<file path="config.mk">
export PLATFORM = sky130hd
export DESIGN_NAME = dmem_ctrl
export DESIGN_NICKNAME = d
export VERILOG_FILES = /design/src/rtl/dmem_ctrl_pkg.sv /design/src/rtl/dmem_ctrl.sv
export SDC_FILE = /design/constraint.sdc
export NUM_CORES = 1
export LEC_CHECK = 0
export BUFFER_PORTS_ARGS = -buffer_cell sky130_fd_sc_hd__buf_2
export CAP_MARGIN = 20
export CORE_MARGIN = 4
export CORE_UTILIZATION = 43
export DETAILED_ROUTE_END_ITERATION = 8
export GPL_ROUTABILITY_DRIVEN = 0
export GPL_TIMING_DRIVEN = 0
export PLACE_DENSITY = 0.79
export SETUP_SLACK_MARGIN = 0.05
export SYNTH_ARGS = -nofsm -noshare
export SYNTH_HDL_FRONTEND = slang
export SYNTH_SLANG_ARGS = --single-unit
</file>
<file path="constraint.sdc">
create_clock -name clk -period 1.97 [get_ports clk]
set_clock_uncertainty 0.2 [all_clocks]
set_input_delay 0.0985 -clock clk [delete_from_list [all_inputs] [get_ports clk]]
set_output_delay 0.0985 -clock clk [all_outputs]
set_load 0.03 [all_outputs]
</file>
<file path="src/rtl/dmem_ctrl_pkg.sv">
// dmem_ctrl_pkg: shared definitions for the data-memory controller.
//   - dmem_state_e : 2-bit FSM state encodings (IDLE/ISSUE/WAIT/RESP)
//   - DMEM_LAT_CW  : latency counter width, covers READ_LATENCY 1..4
//   - RV_XLEN      : RISC-V word/address width reused for data and address
package dmem_ctrl_pkg;

   localparam int RV_XLEN     = 32;
   localparam int DMEM_LAT_CW = 2;

   typedef enum logic [1:0] {
      DMEM_ST_IDLE  = 2'd0,
      DMEM_ST_ISSUE = 2'd1,
      DMEM_ST_WAIT  = 2'd2,
      DMEM_ST_RESP  = 2'd3
   } dmem_state_e;

endpackage

</file>
<file path="src/rtl/dmem_ctrl.sv">
// dmem_ctrl: data-memory controller between the LSU and a single-port
// synchronous SRAM. One transaction in flight at a time; every output is
// registered.
//
// Ports:
//   clk, rst       rising-edge clock, synchronous active-high reset
//   dmem_valid_i   request valid (held with addr/wdata/we until ready)
//   dmem_ready_o   one-cycle completion pulse
//   dmem_addr_i    byte address; bits [1:0] ignored
//   dmem_wdata_i   lane-aligned write data
//   dmem_we_i      byte strobes, 0 = read
//   dmem_rdata_o   read data, held until the next completed read
//   dmem_err_o     access fault, pulses with ready (range-check build only)
//   sram_*         SRAM strobe, byte enables, word address, write/read data
//
// Build option: define DMEM_CTRL_RANGE_CHECK_EN to fault requests outside
// [BASE_ADDR, BASE_ADDR + 4*2^SRAM_AW). Without it upper address bits are
// ignored and the SRAM aliases across the whole address space.
module dmem_ctrl
   import dmem_ctrl_pkg::*;
#(
   parameter int                    ADDR_WIDTH   = RV_XLEN,
   parameter int                    DATA_WIDTH   = RV_XLEN,
   parameter int                    SRAM_AW      = 12,
   parameter int                    READ_LATENCY = 1,
   parameter logic [ADDR_WIDTH-1:0] BASE_ADDR    = '0
) (
   input  logic                  clk,
   input  logic                  rst,
   input  logic                  dmem_valid_i,
   output logic                  dmem_ready_o,
   input  logic [ADDR_WIDTH-1:0] dmem_addr_i,
   input  logic [DATA_WIDTH-1:0] dmem_wdata_i,
   input  logic [3:0]            dmem_we_i,
   output logic [DATA_WIDTH-1:0] dmem_rdata_o,
   output logic                  dmem_err_o,
   output logic                  sram_en_o,
   output logic [3:0]            sram_we_o,
   output logic [SRAM_AW-1:0]    sram_addr_o,
   output logic [DATA_WIDTH-1:0] sram_wdata_o,
   input  logic [DATA_WIDTH-1:0] sram_rdata_i
);

   // First byte-address bit above the SRAM window.
   localparam int HI = SRAM_AW + 2;
   localparam logic [DMEM_LAT_CW-1:0] LAT_LOAD = DMEM_LAT_CW'(READ_LATENCY - 1);

   dmem_state_e            state;
   logic [DMEM_LAT_CW-1:0] cnt;
   logic                   is_write;

`ifdef DMEM_CTRL_RANGE_CHECK_EN
   logic fault_q;
   logic in_range;
   logic unused_bits;

   // BASE_ADDR is window-aligned, so the range test is an upper-bit match.
   assign in_range    = (dmem_addr_i[ADDR_WIDTH-1:HI] == BASE_ADDR[ADDR_WIDTH-1:HI]);
   assign unused_bits = ^dmem_addr_i[1:0];
`else
   logic unused_bits;

   assign dmem_err_o  = 1'b0;
   assign unused_bits = ^{dmem_addr_i[1:0], dmem_addr_i[ADDR_WIDTH-1:HI], BASE_ADDR};
`endif

   always_ff @(posedge clk) begin
      if (rst) begin
         state        <= DMEM_ST_IDLE;
         cnt          <= '0;
         is_write     <= 1'b0;
         dmem_ready_o <= 1'b0;
         dmem_rdata_o <= '0;
         sram_en_o    <= 1'b0;
         sram_we_o    <= '0;
         sram_addr_o  <= '0;
         sram_wdata_o <= '0;
`ifdef DMEM_CTRL_RANGE_CHECK_EN
         fault_q      <= 1'b0;
         dmem_err_o   <= 1'b0;
`endif
      end else begin
         // Pulse outputs default low; set only on the edge entering their cycle.
         dmem_ready_o <= 1'b0;
         sram_en_o    <= 1'b0;
         sram_we_o    <= '0;
`ifdef DMEM_CTRL_RANGE_CHECK_EN
         dmem_err_o   <= 1'b0;
`endif
         unique case (state)
            DMEM_ST_IDLE: begin
               if (dmem_valid_i) begin
                  sram_addr_o  <= dmem_addr_i[HI-1:2];
                  sram_wdata_o <= dmem_wdata_i;
                  is_write     <= |dmem_we_i;
                  state        <= DMEM_ST_ISSUE;
`ifdef DMEM_CTRL_RANGE_CHECK_EN
                  // A fault still spends one slot in ISSUE (strobe suppressed)
                  // so its latency matches a write.
                  fault_q      <= ~in_range;
                  sram_en_o    <= in_range;
                  sram_we_o    <= in_range ? dmem_we_i : 4'b0000;
`else
                  sram_en_o    <= 1'b1;
                  sram_we_o    <= dmem_we_i;
`endif
               end
            end

            DMEM_ST_ISSUE: begin
`ifdef DMEM_CTRL_RANGE_CHECK_EN
               if (fault_q) begin
                  dmem_ready_o <= 1'b1;
                  dmem_err_o   <= 1'b1;
                  dmem_rdata_o <= '0;
                  state        <= DMEM_ST_RESP;
               end else
`endif
               if (is_write) begin
                  dmem_ready_o <= 1'b1;
                  state        <= DMEM_ST_RESP;
               end else begin
                  cnt   <= LAT_LOAD;
                  state <= DMEM_ST_WAIT;
               end
            end

            DMEM_ST_WAIT: begin
               // cnt==0 is the cycle sram_rdata_i carries the word.
               if (cnt == '0) begin
                  dmem_rdata_o <= sram_rdata_i;
                  dmem_ready_o <= 1'b1;
                  state        <= DMEM_ST_RESP;
               end else begin
                  cnt <= cnt - DMEM_LAT_CW'(1);
               end
            end

            DMEM_ST_RESP: begin
               // A valid seen here is the next request; IDLE captures it.
               state <= DMEM_ST_IDLE;
            end

            default: state <= DMEM_ST_IDLE;
         endcase
      end
   end

endmodule

</file>
==> flow_summary.yaml <==
run_status:
  outcome: "finished clean"
global_route:
  track_usage_pct: 24.7
  grt_pass1_wl_microns: 17200
  use_met1_pct: 24.2
  grt_max_degree: 17
  busiest_layer: "met2"
  grt_pass1_vias: 3688
  grt.met2_usage_pct: 47.1
  grt-ovfl-total: 0
  met3_usage_pct: 7.65
  antenna_found_initial: 0
flow_run:
  maxCapViolCount: 0
worst_setup_path:
  cp_top_family: "buffers and inverters"
  critPathRequiredTime_ps: 2050
  crit_buf_inv: 3
  critPathMaxStageDelay_ps: 340
  slowest_stage: "dfxtp_1"
  start_kind: "register"
  crit_top_cell: "buf_2"
  critPathKind: "register to register"
  arrival_ps: 1900
  crit_chain: "inv_1 > ha_1 > and2_1 > buf_2 > buf_2 > nand2_1 > a21oi_1"
  crit_path_max_fanout: 10
  endpoint_kind: "register"
timing:
  setup_viol: 0
  setup_tns_ps: 0
  rsz0062_at_grt: "no"
  hold_viol: 0
  worst_slew_pin_slew_ps: 522
  slew_viol_final: 0
  max_freq_mhz: 549
  relSlewSlack_pct: 65.2
  timing.final.crit_share_pct: 92.5
  min_period_ps: 1820
floorplan:
  coreArea_sq_um: 7290
  num_io_pins: 186
  die_area_sq_um: 8960
  die_h_microns: 94.7
  start_util_pct: 44.3
  die_x_microns: 94.7
  fp-row-count: 31
layout:
  layout-drive-gt1-share_pct: 32.2
  stdcell_area_sq_um: 5200
  syn_to_final_growth_pct: 61.0
  fin_nets: 759
logic_synthesis:
  yosysMostFrequentCell: "nand2_1"
  syn_nets: 503
  synth-edff-count: 0
  synth_top_area_share_pct: 53.9
  synth_common_cells: "nand2_1, dfxtp_1, a21oi_1"
  syn-cell-area_sq_um: 3230
  synthArstFlopShare_pct: 0
  yosys_most_used_dff: "dfxtp_1"
  synth_cell_types: 29
  yosysWarnings: 0
  seq_area_frac_synth_pct: 53.9
  synth.area.top_cells: "dfxtp_1, nand2_1, a21oi_1"
  avgSynthCellArea_sq_um: 8.20
  synth_top_area_cell: "dfxtp_1"
  postSynthCellCount: 394
  ys_ff_latch: 87
cts:
  clock-sinks: 87
  cts-htree-levels: 3
  root_buffer: "clkbuf_8"
  path_clk_slew_ps: 100
  cts_tree: "done"
  clk_latency_ps: 350
  cts_buffers: 9
  clk_path_buf_depth: 2
detailed_routing:
  drt_iter0_drc: 115
  antenna_left: 0
  drt-total-wl_microns: 11300
  drcViolationCount: 0
  firstDrtPassIters: 8
  wl_per_cell_microns: 14.9
  via_per_inst: 4.83
  dr_total_vias: 3645
placed_design:
  dp_hpwl_microns: 6890
  place_area_sq_um: 4170
  io_buffers: 163
pwr:
  p_leak_nw: 2.41
  ir_worst_vdd_mv: 0.659
  power_mw: 5.94
  p_per_area_nw_per_um2: 1140
hold_path:
  hp-class: "register to register"
## cell usage in the layout (no fill, tap or decap), types with 2 or more instances in the layout
master / netlist / layout
buf_2: 13 / 176
nand2_1: 155 / 154
dfxtp_1: 87 / 87
dlygate4sd3_1: 0 / 82
a21oi_1: 72 / 72
a21oi_2: 10 / 10
clkbuf_8: 0 / 9
clkbuf_1: 7 / 7
ha_1: 6 / 6
inv_1: 5 / 5
buf_6: 5 / 5
and3_1: 4 / 4
and2_1: 3 / 3
nor2b_1: 3 / 3
buf_4: 3 / 3
nor2_1: 3 / 3
o21ai_0: 3 / 3
nand2b_1: 2 / 2
clkinv_4: 0 / 2
## tightest hold or removal path, stage by stage (launching register included)
cell and delay, ps:
dfxtp_1 310, nand2_1 50, a21oi_1 50
## metal layers
layer | routed length [microns] | part of all wire, %
met1 | 4050 | 36
met2 | 5900 | 52
met3 | 999 | 8.9
met4 | 298 | 2.6
met5 | 0 | 0
## final cells by class
type / instances / area, sq um
Fill cell: 536 / 2090
Sequential cell: 87 / 1740
Timing Repair Buffer: 245 / 1640
Multi-Input combinational cell: 274 / 1300
Buffer: 28 / 170
Clock buffer: 9 / 124
Tap cell: 99 / 124
Clock inverter: 7 / 80.1
Inverter: 5 / 18.8
Antenna cell: 1 / 2.50
## sequential cells by signal (all words and copies together), names as in the netlist
signal and cells:
sram_we_o 4, dmem_ready_o 1, dmem_rdata_o 32, sram_addr_o 12, sram_wdata_o 32, cnt 2, sram_en_o 1, state 2
is_write 1
## timing repair
action,4_1_cts,5_1_grt
hold buffers,82,0
buffers inserted,0,0
setup endpoints to repair,0,35
resized for setup,0,1
hold endpoints to repair,82,0
## per-stage QoR
step / worst slack [ps] / hold WS [ps] / util, % / cells
after floorplan: 369 / 34.5 / - / 394
after global placement: 250 / 139 / 57.2 / 656
after detailed placement: 157 / 146 / 57.2 / 656
after CTS: 120 / 256 / 71.2 / 754
after global routing: 59.1 / 269 / 71.3 / 754
final: 148 / 253 / 71.3 / 755
## cell families (layout without fill, tap and decap cells)
family | count (synthesis) | count (layout) | share of synthesized area, %
flip-flops | 87 | 87 | 53.9
AND/OR/NAND/NOR | 175 | 175 | 21.7
buffers and inverters | 33 | 294 | 5.85
other | 1 | 2 | 0.116
AO/OA/AOI/OAI | 92 | 92 | 16.1
adder cells (fa/ha/maj) | 6 | 6 | 2.32
## worst paths after layout
check,start,endpoint,slack [ps],cells past startpoint
setup / recovery,state[0],sram_wdata_o[20],150,7
hold / removal,dmem_rdata_o[3],dmem_rdata_o[3],250,2
setup reg to reg,state[0],sram_wdata_o[20],150,7
hold reg to reg,dmem_rdata_o[3],dmem_rdata_o[3],250,2
## report_power, final
| part | internal [mW] | total (mW) | leakage [nW] | switching, mW |
|---|---|---|---|---|
| combinational | 0.832 | 2.41 | 1.60 | 1.58 |
| sequential | 2.08 | 2.26 | 0.710 | 0.174 |
| clock | 0.602 | 1.27 | 0.102 | 0.672 |
Power figures use the tool's default switching activity.
